`config.mk`:
```
export PLATFORM = sky130hd
export DESIGN_NAME = boolean_expr_driver
export DESIGN_NICKNAME = d
export VERILOG_FILES = /design/src/rtl/boolean_expr_driver.sv
export SDC_FILE = /design/constraint.sdc
export NUM_CORES = 1
export LEC_CHECK = 0
export CAP_MARGIN = 20
export CORE_ASPECT_RATIO = 1.4
export CORE_MARGIN = 2
export CORE_UTILIZATION = 50
export CTS_CLUSTER_SIZE = 20
export DETAILED_ROUTE_END_ITERATION = 8
export GPL_TIMING_DRIVEN = 0
export PLACE_DENSITY = 0.76
export SLEW_MARGIN = 15
export SYNTH_ARGS = -nofsm -noshare
export SYNTH_HDL_FRONTEND = slang
export SYNTH_SLANG_ARGS = --single-unit
export TNS_END_PERCENT = 50
```
`constraint.sdc`:
```
create_clock -name clk -period 5 [get_ports clk]
set_clock_uncertainty 0.1 [all_clocks]
set_input_delay 1.25 -clock clk [delete_from_list [all_inputs] [get_ports clk]]
set_output_delay 1.25 -clock clk [all_outputs]
set_load 0.03 [all_outputs]
```
`src/rtl/boolean_expr_driver.sv`:
```
// Exhaustive stimulus/response checker for the five-input boolean expression unit.
// Walks vectors 0..31, waits SETTLE_CYCLES, samples y_in and compares against a golden model.
module boolean_expr_driver #(
  parameter int SETTLE_CYCLES = 4
) (
  input  logic       clk,
  input  logic       rst_n,
  input  logic       start,
  input  logic       abort,
  input  logic       y_in,
  output logic       a_out,
  output logic       b_out,
  output logic       c_out,
  output logic       d_out,
  output logic       e_out,
  output logic       busy,
  output logic       done,
  output logic       pass,
  output logic [5:0] err_count,
  output logic [4:0] fail_vec,
  output logic       fail_valid
);

  typedef enum logic [1:0] {
    IDLE   = 2'd0,
    SETTLE = 2'd1,
    SAMPLE = 2'd2,
    DONE   = 2'd3
  } state_t;

  localparam logic [3:0] CNT_LOAD = 4'(SETTLE_CYCLES - 1);

  state_t     state_r, state_s;
  logic [4:0] vec_r, vec_s;
  logic [3:0] cnt_r, cnt_s;
  logic [5:0] err_r, err_s;
  logic [4:0] fvec_r, fvec_s;
  logic       fvalid_r, fvalid_s;
  logic       busy_r, done_r, pass_r;

  // Reference response for vector {A,B,C,D,E}
  function automatic logic golden_y(input logic [4:0] v);
    logic a, b, c, d, e;
    {a, b, c, d, e} = v;
    return (a | b | c) | (a & b & e) | (~b & c) | (c & ~d);
  endfunction

  // Next-state and datapath update; abort overrides everything else
  always_comb begin
    state_s  = state_r;
    vec_s    = vec_r;
    cnt_s    = cnt_r;
    err_s    = err_r;
    fvec_s   = fvec_r;
    fvalid_s = fvalid_r;
    if (abort) begin
      state_s = IDLE;
      vec_s   = 5'd0;
    end else begin
      case (state_r)
        IDLE, DONE: begin
          if (start) begin
            vec_s    = 5'd0;
            err_s    = 6'd0;
            fvec_s   = 5'd0;
            fvalid_s = 1'b0;
            cnt_s    = CNT_LOAD;
            state_s  = SETTLE;
          end else begin
            state_s = state_r;
          end
        end
        SETTLE: begin
          if (cnt_r == 4'd0) begin
            state_s = SAMPLE;
          end else begin
            cnt_s = cnt_r - 4'd1;
          end
        end
        SAMPLE: begin
          if (y_in != golden_y(vec_r)) begin
            err_s = err_r + 6'd1;
            if (!fvalid_r) begin
              fvec_s   = vec_r;
              fvalid_s = 1'b1;
            end else begin
              fvalid_s = fvalid_r;
            end
          end else begin
            err_s = err_r;
          end
          // The last vector is held on the outputs once the run completes
          if (vec_r == 5'd31) begin
            state_s = DONE;
          end else begin
            vec_s   = vec_r + 5'd1;
            cnt_s   = CNT_LOAD;
            state_s = SETTLE;
          end
        end
        default: state_s = IDLE;
      endcase
    end
  end

  // State, datapath and status registers
  always_ff @(posedge clk or negedge rst_n) begin
    if (!rst_n) begin
      state_r  <= IDLE;
      vec_r    <= 5'd0;
      cnt_r    <= 4'd0;
      err_r    <= 6'd0;
      fvec_r   <= 5'd0;
      fvalid_r <= 1'b0;
      busy_r   <= 1'b0;
      done_r   <= 1'b0;
      pass_r   <= 1'b0;
    end else begin
      state_r  <= state_s;
      vec_r    <= vec_s;
      cnt_r    <= cnt_s;
      err_r    <= err_s;
      fvec_r   <= fvec_s;
      fvalid_r <= fvalid_s;
      busy_r   <= (state_s == SETTLE) || (state_s == SAMPLE);
      done_r   <= (state_s == DONE);
      pass_r   <= (state_s == DONE) && (err_s == 6'd0);
    end
  end

  assign {a_out, b_out, c_out, d_out, e_out} = vec_r;
  assign busy       = busy_r;
  assign done       = done_r;
  assign pass       = pass_r;
  assign err_count  = err_r;
  assign fail_vec   = fvec_r;
  assign fail_valid = fvalid_r;

endmodule

```
==> reports/results.txt, run 1 <==
Status -> finished clean
Crit path cell chain -> clkdlybuf4s50_1 -> nor2b_1 -> clkbuf_1 -> a21oi_1 -> o22a_1 -> nor2_1 -> ha_1 -> nand4_1 -> nor4_1 -> and4b_1
Asr flop ratio synth -> 1.00
Number of port buffers -> 24
Initial DRC Count -> 33
Yosys reg bits -> 26
Max-Cap Viols -> 0
H-tree depth -> 1
Post-CTS Setup Bufs -> 0
Routed wire length -> 3.35 mm
Worst path required time -> 5100 ps
CP endpoint kind -> register
Actual slew at the worst max-slew pin -> 675 ps
Endpoints failing setup -> 0
Commonest cells post-synth -> dfrtp_1 (26), nand2_1 (19), o21ai_0 (10)
Initial antenna violation count -> 0
CTS tree -> done
Post-route cell area -> 0.00179 mm2
Syn. warnings -> 0
Final core utilization -> 0.634
Most numerous cell in the Yosys netlist -> dfrtp_1
Area Overhead vs Synth -> 22.1%
CTS Sinks -> 26
Number of synthesized flops with an enable pin -> 0
Placed Instance Area -> 0.00175 mm2
Overall Global Routing Usage -> 0.220
Worst rel slew slack -> 0.546
Crit-path max FO -> 9
Num CTS Buffers -> 3
Tcrit/Tclk final -> 0.655
Core ar. -> 0.00282 mm2
Clk buf depth -> 2
Total Nets Final -> 195
Chip Height -> 68.0 um
Mapped Avg Cell Area -> 9.57 um2
Synth top area cells -> dfrtp_1 (44%), ha_1 (6.8%), nand2_1 (4.9%)
Hold WC Path Type -> reg -> reg
Peak supply drop -> 0.208 mV
Reg clk slew, reported paths -> 80 ps
Slack of the critical path -> 1730 ps
First-pass GRT wire length -> 5.69 mm
Post-Route Setup TNS -> 0 ps
Die area -> 0.00338 mm2
Pwr dens -> 220 mW/mm2
Total number of vias -> 1275
Die width -> 49.7 um
Vias in the first global route -> 1252
Critical path startpoint category -> input port
Clock root buffer master -> clkbuf_8
Total grt overflow -> 0
Crit path max-delay cell type -> clkdlybuf4s50_1
# IOs -> 25
DRC -> 0
Mapped Nets -> 166
Share of layout cells above drive strength 1 -> 0.0944
Yosys cell types -> 43
Resized cells post-CTS -> 0
Routed Antenna Nets -> 0
Sequential-to-total area share from yosys stat -> 0.444
Antenna cell count -> 0
Cells after Synth -> 153
F_max -> 305 MHz
Area leader, netlist -> dfrtp_1
Place WS -> 1440 ps
Area share of the largest cell type after synthesis -> 0.444
Leak pwr -> 0.793 nW
GP Congestion -> 0.848
Setup CP Type -> in -> reg
DR WL/cell -> 15.4 um
Slowest stage delay, CP -> 460 ps
Dpl hpwl -> 2.54 mm
Post-synth top flop -> dfrtp_1
Clk Latency, worst-skew pair -> 260 ps
Vias per cell -> 5.88
Pin count of the biggest net entering global routing -> 27
Drt first pass iters -> 4
Period minus WS final -> 3270 ps
Post-Syn Area -> 0.00146 mm2
Pins Over Slew Limit -> 0
RSZ-0062 raised after global routing -> false
Post-CTS Hold Fix Bufs -> 0
Std-Cell Rows -> 23
Final Hold Fails -> 0
Arr. time, crit path -> 3380 ps
Initial core utilization -> 0.519
-- final timing paths --
check	start	to	slack [ps]	cells past startpoint
setup / recovery	start	pass	1730	10
min in group asynchronous	rst_n	fail_vec[4]	870	1
hold reg to reg	fail_vec[0]	fail_vec[0]	400	2
setup reg to reg	state_r[0]	pass	2290	11
hold / removal	fail_vec[0]	fail_vec[0]	400	2
max in group asynchronous	rst_n	vec_r[0]	3550	1
-- layer usage --
layer,part of all wire,global-route usage
met1,0.41,0.255
met2,0.54,0.415
met3,0.039,0.0262
met4,0.011,0.0764
met5,0,0
-- layout make-up --
type	count	area, um2
fill	255	1030
buffer	8	41.3
inverter	6	22.5
multi-input combinational	113	749
clock buffer	3	41.3
sequential	26	651
timing repair buffer	24	235
tap	37	46.3
-- logic make-up after synthesis --
kind of cell | after synthesis | share of synthesized area
simple gates | 63 | 0.234
compound gates | 38 | 0.184
flops | 26 | 0.444
buf+inv | 14 | 0.0436
fa+ha+maj | 8 | 0.0684
xor+xnor | 3 | 0.0180
mux | 1 | 0.00769
-- worst max-delay path: cells and delay by family --
family / cells / cell delay (ps)
compound gates: 2 / 300
fa+ha+maj: 1 / 210
buf+inv: 2 / 840
simple gates: 5 / 770
-- placed cells by master, fill, tap and decap left out, types with 4 or more instances in the layout --
cell | synthesis | layout
clkbuf_1 | 4 | 4
a31oi_1 | 5 | 5
buf_2 | 3 | 4
dfrtp_1 | 26 | 26
a21oi_1 | 7 | 7
nand2_1 | 19 | 19
nor2_1 | 8 | 8
clkdlybuf4s50_1 | 0 | 23
inv_1 | 6 | 6
o21ai_0 | 10 | 10
ha_1 | 8 | 8
nand3_1 | 7 | 7
-- stage by stage --
step                power (mW)  hold WS (ps)  instances
finish                   0.393           395        217
global route             0.412           450        217
CTS                      0.399           401        217
detailed placement       0.284           376        214
global placement         0.281           373        214
floorplan                0.263           409        153
-- state kept, by name (all words and copies together) (netlist names) --
signal and flops:
err_count 6, fail_vec 5, vec_r 5, cnt_r 4
state_r 2, busy 1, done 1, fail_valid 1
pass 1
-- power by group --
group | total [mW] | internal, mW | switching, mW
sequential | 0.223 | 0.217 | 0.00596
clock | 0.114 | 0.0539 | 0.0601
combinational | 0.0569 | 0.0205 | 0.0365
total | 0.393 | 0.291 | 0.103
Note: power is estimated with default switching activity, not from simulation.
==> inputs of run 2 (changes only) <==
Clock period 5 ns to 3.2 ns, I/O delays scaled along.
==> results of run 2 <==
The final DEF is identical to that of run 1. Status: finished clean.
Main changes from that run: setup slack after placement 1440 ps -> 87.4 ps; setup slack after layout 1730 ps -> 375 ps; register-to-register setup slack 2290 ps -> 490 ps; total power 0.393 mW -> 0.615 mW; worst IR drop on VDD 0.208 mV -> 0.324 mV
